===== src/rtl/button_event_arbiter.sv =====
`default_nettype none
// ============================================================================
// Module      : button_event_arbiter
// Description : Round-robin serialiser of button rising-edge events onto one
//               valid/ready channel. Optional auto-repeat for held buttons is
//               built when BTN_EVT_AUTOREPEAT_EN is defined.
// Revision    : 1.0 - initial release
// ============================================================================
module button_event_arbiter #(
  parameter int N_BTN         = 4,
  parameter int REPEAT_DELAY  = 25_000_000,
  parameter int REPEAT_PERIOD = 5_000_000
) (
  input  logic                     clk,
  input  logic                     rst,
  input  logic [N_BTN-1:0]         btn,
  input  logic                     evt_ready,
  output logic                     evt_valid,
  output logic [$clog2(N_BTN)-1:0] evt_id,
  output logic [N_BTN-1:0]         pending,
  output logic                     overrun
);

  localparam int c_id_w = $clog2(N_BTN);

  typedef enum logic [0:0] {
    S_IDLE  = 1'b0,
    S_OFFER = 1'b1
  } state_t;

  state_t              r_state;
  state_t              w_state_nxt;
  logic [N_BTN-1:0]    r_btn_q;
  logic [N_BTN-1:0]    r_pending;
  logic                r_overrun;
  logic [c_id_w-1:0]   r_id;
  logic [c_id_w-1:0]   r_last;
  logic [N_BTN-1:0]    w_rise;
  wire  logic [N_BTN-1:0] w_tick;
  logic [N_BTN-1:0]    w_set;
  logic [N_BTN-1:0]    w_load;
  logic [c_id_w-1:0]   w_win;
  logic                w_found;

  assign w_rise = btn & ~r_btn_q;
  assign w_set  = w_rise | w_tick;

`ifdef BTN_EVT_AUTOREPEAT_EN
  localparam int c_cnt_max = REPEAT_DELAY + REPEAT_PERIOD - 1;
  localparam int c_cnt_w   = $clog2(c_cnt_max + 1);

  for (genvar i = 0; i < N_BTN; i++) begin : g_rep
    logic [c_cnt_w-1:0] r_cnt;

    // Once past the first delay the counter cycles DELAY..DELAY+PERIOD-1,
    // so every return to DELAY marks another repeat.
    always_ff @(posedge clk) begin
      if (rst || !btn[i] || w_rise[i]) begin
        r_cnt <= '0;
      end else if (r_cnt == c_cnt_w'(c_cnt_max)) begin
        r_cnt <= c_cnt_w'(REPEAT_DELAY);
      end else begin
        r_cnt <= r_cnt + c_cnt_w'(1);
      end
    end

    assign w_tick[i] = btn[i] & (r_cnt == c_cnt_w'(REPEAT_DELAY));
  end
`else
  // Repeat timing has no meaning without counters; this folds to zero.
  assign w_tick = {N_BTN{(REPEAT_DELAY < 0) && (REPEAT_PERIOD < 0)}};
`endif

  // Round-robin pick: bits above the last winner first, then wrap to the bottom.
  always_comb begin
    w_found = 1'b0;
    w_win   = '0;
    for (int j = 0; j < N_BTN; j++) begin
      if (!w_found && r_pending[j] && (j > int'(r_last))) begin
        w_found = 1'b1;
        w_win   = c_id_w'(j);
      end
    end
    for (int j = 0; j < N_BTN; j++) begin
      if (!w_found && r_pending[j] && (j <= int'(r_last))) begin
        w_found = 1'b1;
        w_win   = c_id_w'(j);
      end
    end
  end

  always_comb begin
    w_state_nxt = r_state;
    w_load      = '0;
    case (r_state)
      S_IDLE: begin
        if (w_found) begin
          w_load[w_win] = 1'b1;
          w_state_nxt   = S_OFFER;
        end
      end
      S_OFFER: begin
        if (evt_ready) begin
          w_state_nxt = S_IDLE;
        end
      end
      default: w_state_nxt = S_IDLE;
    endcase
  end

  always_ff @(posedge clk) begin
    if (rst) begin
      r_state <= S_IDLE;
    end else begin
      r_state <= w_state_nxt;
    end
  end

  always_ff @(posedge clk) begin
    r_btn_q <= btn;
    if (rst) begin
      r_pending <= '0;
      r_overrun <= 1'b0;
      r_id      <= '0;
      r_last    <= c_id_w'(N_BTN - 1);
    end else begin
      // A set landing on the bit being loaded re-arms it rather than overrunning.
      r_pending <= (r_pending & ~w_load) | w_set;
      r_overrun <= |(w_set & r_pending & ~w_load);
      if (|w_load) begin
        r_id   <= w_win;
        r_last <= w_win;
      end
    end
  end

  assign evt_valid = (r_state == S_OFFER);
  assign evt_id    = r_id;
  assign pending   = r_pending;
  assign overrun   = r_overrun;

endmodule
`default_nettype wire


===== config.mk =====
export PLATFORM = sky130hd
export DESIGN_NAME = button_event_arbiter
export DESIGN_NICKNAME = d
export VERILOG_FILES = /design/src/rtl/button_event_arbiter.sv
export SDC_FILE = /design/constraint.sdc
export NUM_CORES = 1
export LEC_CHECK = 0
export CAP_MARGIN = 25
export CORE_MARGIN = 2
export CORE_UTILIZATION = 44
export CTS_CLUSTER_SIZE = 24
export DETAILED_ROUTE_END_ITERATION = 6
export PLACE_DENSITY = 0.79
export SYNTH_ARGS = -nofsm -noshare
export SYNTH_HDL_FRONTEND = slang
export SYNTH_SLANG_ARGS = --single-unit

===== constraint.sdc =====
create_clock -name clk -period 1.9 [get_ports clk]
set_input_delay 0.285 -clock clk [delete_from_list [all_inputs] [get_ports clk]]
set_output_delay 0.285 -clock clk [all_outputs]
set_load 0.01 [all_outputs]

# Word-level counts from Yosys, hierarchy flattened
# Cells that the tools add are included.
# word_totals
reg_bits,14
latch_bits,0
ramBits,0
rom_bits,0
inputBits,7
output_inout_bits,8
word_cells,64
n_memories,0
# op_classes
add_sub_neg,0
multipliers,0
n_div,0
order_cmp,8
n_eq_ne,0
shift,0
n_mux,21
bitwise,8
n_reduce_logical,21
# ops
operator,count
4-bit bitwise AND,4
1-bit logical AND,13
2-bit two-way mux,6
1-bit two-way mux,11
4-bit two-way mux,2
4-bit inverter,2
4-bit OR reduction,2
1-bit zero test,6
"2-bit greater-than comparator, first input constant",2
"2-bit less-or-equal comparator, first input constant",2
4-bit bitwise OR,1
"2-bit by 3-bit < comparator with 1-bit output, second input constant",1
1-bit demux with 2-bit select,1
"2-bit by 1-bit greater-or-equal comparator with 1-bit output, second input constant",1
"1-bit by 2-bit greater-than comparator with 1-bit output, first input constant",1
"1-bit by 2-bit less-or-equal comparator with 1-bit output, first input constant",1
1-bit one-hot mux with 2 select lines,1
1-bit inverter,1

# Depth between registers and ports, before layout
# logic_depth
word_depth,35
mapped_depth,6
ltp_nobuf,6

# Worst setup path after synthesis
# Ideal clock, no wire load.
# synth_path
path_kind,reg2reg
startpoint,register r_last[1]
endpoint,"register r_overrun, in the netlist overrun"
setup_time_ns,0.074
t_arrival_ns,1.343
slack_ns,0.483
stages_incl_launch_ff,7
period_less_slack_ns,1.417
cell_sequence,dfxtp_1 > mux2i_1 > o22ai_1 > o21bai_2 > a21bo_1 > o22a_1 > a31oi_1
# synth_between
elab_chain_len,35
# synth_lines
item,line,source
from (decl),37,logic [c_id_w-1:0] r_last;
from (signal assigned),125,r_last <= c_id_w'(N_BTN - 1);
from (signal assigned),132,r_last <= w_win;
1-bit by 2-bit greater-than comparator with 1-bit output,79,if (!w_found && r_pending[j] && (j > int'(r_last))) begin
1-bit logical AND,79,
1-bit two-way mux,79,
1-bit zero test,79,
1-bit logical AND (2 in a row),79,
1-bit two-way mux,79,
1-bit zero test,79,
1-bit logical AND (2 in a row),79,
(+17 left out),-,
1-bit logical AND (not written as such),98,w_load[w_win] = 1'b1;
1-bit two-way mux (not written as such),98,
1-bit demux with 2-bit select,98,
4-bit two-way mux *,97,if (w_found) begin
4-bit two-way mux *,95,case (r_state)
4-bit inverter *,129,r_overrun <= |(w_set & r_pending & ~w_load);
4-bit bitwise AND *,129,
4-bit OR reduction *,129,
to (signal assigned),129,
to (decl),35,logic r_overrun;
# Every way passes the cells marked *; elsewhere a longest branch is shown, timed or not.
# A chain may end at the register's enable or synchronous reset.

# Final worst setup path
# layout_path
startpoint,"register r_pending[3], in the netlist pending[3]"
endpoint,output pending[3]
# layout_lines
item,line,source
from (decl),34,logic [N_BTN-1:0] r_pending;
from (signal assigned),128,r_pending <= (r_pending & ~w_load) | w_set;
to (decl),20,"output logic [N_BTN-1:0] pending,"
# No word-level cell between the ends.

==> impl_metrics.tcl <==
set metrics [dict create \
    status "finished, final reports clean" \
    cts_tree "yes" \
    finalHoldViolations 0 \
    whs_ns 0.460 \
    grt_pass1_vias 391 \
    pwr-share-comb_pct 22.4 \
    path_delay_family "buffers and inverters" \
    wl_per_cell_um 11.8 \
    cts.sinks 14 \
    cts.clk_slew.worst_paths_ns 0.08 \
    drt_iter0_markers 5 \
    drcViolationCount 0 \
    yosys.area.top_type "dfxtp_1" \
    timing.fmax_mhz 621 \
    critPathKind "reg -> out" \
    drive_above_1_share_pct 10.4 \
    ant_nets 0 \
    synthArstFlopShare_pct 0 \
    ir_worst_vdd_mv 0.542 \
    gr-usage-met3_pct 1.67 \
    clkLatencyLatePin_ns 0.27 \
    seqPwrFrac_pct 53.4 \
    ios 15 \
    yosysTopAreaCellShare_pct 49.1 \
    p_per_area_nw_per_um2 882 \
    ys_seq_area_share_pct 49.1 \
    grtUsageTotal_pct 16.4 \
    finalSetupTns_ns 0 \
    slew_viol_final 0 \
    cp_max_fo 7 \
    hold_buffers 0 \
    synth_cell_types 27 \
    dieArea_um2 1600 \
    cts.path.max_buffers 2 \
    synth_area_um2 571 \
    min_period_ns 1.61 \
    avgSynthCellArea_um2 9.35 \
    vias_per_cell 5.07 \
    gp_congestion 0.802 \
    skew_ns 0.00431 \
    synthFlopType "dfxtp_1" \
    grt_util_met2_pct 22.6 \
    cp.arrival_ns 1.33 \
    yosys_warnings 0 \
    tightest_slew_ns 0.324 \
    cts_inserted_buffers 3 \
    hpwl_um 812 \
    die_w_um 40.0 \
    start_util_pct 49.4 \
    antenna_found_initial 0 \
    power_switching_mw 0.180 \
    critPathCaptureType "primary output" \
    totalWireLength_mm 1.08 \
    row_count 12 \
    port_buffers 14 \
    synth_area_leaders "dfxtp_1, nand2b_1, a21oi_1" \
    finalCritPeriodShare_pct 84.8 \
    critPathMaxStageDelay_ns 0.59 \
    final_cell_mix "dfxtp_1, clkdlybuf4s50_1, nand2b_1, nor2_1, a21oi_1" \
    grt_overflow 0 \
    swShare_pct 27.4 \
    worstPathCellList "clkdlybuf4s50_1" \
    path_buf_inv 1 \
    busiest_layer "met1" \
    start_kind "register" \
    hold_path.class "reg -> reg" \
    ys_seq_elements 14 \
    die_h_um 40.0 \
    critPathSlowestCell "clkdlybuf4s50_1" \
    setup_viol 0 \
    cp_data_required_time_ns 1.62 \
    maxCapViolCount 0 \
    layout.nets 86 \
    rsz0062_at_grt "no" \
    post_cts_buffers 0 \
    grt_max_degree 11 \
    cts_resized 0 \
    synth_nets 68 \
    internal-power_mw 0.477 \
    dr.pass1.iters 4 \
    core_um2 1160 \
    via_count 461 \
    synth_edf_count 0 \
    clock-root-buffer "clkbuf_4" \
    area_growth_pct 30.7 \
    total_leakage_power_nw 0.287 \
    clock_power_share_pct 24.2 \
    syn_inst 61 \
    maxSlewHeadroom_pct 78.3 \
    grt_pass1_wl_mm 1.70 \
    diodes 0 \
    htree_num_levels 1 \
    grt.met1_usage_pct 24.1 \
]
[cell usage after synthesis (2+ instances only)]
cell type and number:
dfxtp_1 14, a21oi_1 7, nand2b_1 7, nor2_1 7, nand2_1 2, nor2b_1 2
nor3_1 2
[final timing paths]
kind,start,end,slack [ns],cells past startpoint
worst max-delay path,pending[3],pending[3],0.29,1
worst min register to register,evt_id[1],evt_id[1],0.46,2
worst max register to register,r_last[1],overrun,0.33,6
worst min-delay path,evt_id[1],evt_id[1],0.46,2
[layout make-up]
class,instances,area (µm²)
multi-input combinational,45,282
tap,14,17.5
clock buffer,3,22.5
timing repair buffer,14,140
inverter,1,3.75
fill,87,410
sequential,14,280
[kinds of logic (layout without fill, tap and decap cells)]
| group | after synthesis | count (layout) | synth area share (%) |
|---|---|---|---|
| simple gates | 25 | 25 | 24.6 |
| compound gates | 19 | 19 | 23.0 |
| flops | 14 | 14 | 49.1 |
| buf+inv | 2 | 18 | 1.53 |
| mux | 1 | 1 | 1.75 |
[sequential cells by signal, summed over array words and instances (netlist names)]
register	count
r_btn_q	4
evt_valid	1
evt_id	2
r_last	2
overrun	1
pending	4
[power groups by stage]
stage / clock, mW / sequential (mW) / combinational [mW]
2_1_floorplan: 0 / 0.359 / 0.0829
3_3_place_gp: 0 / 0.355 / 0.147
3_5_place_dp: 0 / 0.358 / 0.148
4_1_cts: 0.168 / 0.351 / 0.149
5_1_grt: 0.179 / 0.355 / 0.163
6_report: 0.159 / 0.351 / 0.148
[stage by stage]
stage	utilization [%]	power (mW)	instances	instance area, µm²	worst slack [ns]
2_1_floorplan	-	0.441	61	571	0.483
4_1_cts	64.5	0.668	91	746	0.290
5_1_grt	64.5	0.697	91	746	0.242
3_3_place_gp	62.6	0.502	88	723	0.429
6_report	64.5	0.658	91	746	0.289
3_5_place_dp	62.6	0.506	88	723	0.367
[per-layer routing]
layer / vias up / routed length (µm)
met4: 0 / 4
met3: 2 / 33
met5: - / 0
li1: 247 / -
met1: 204 / 581
met2: 8 / 457
Note: power is estimated with default switching activity, not from simulation.
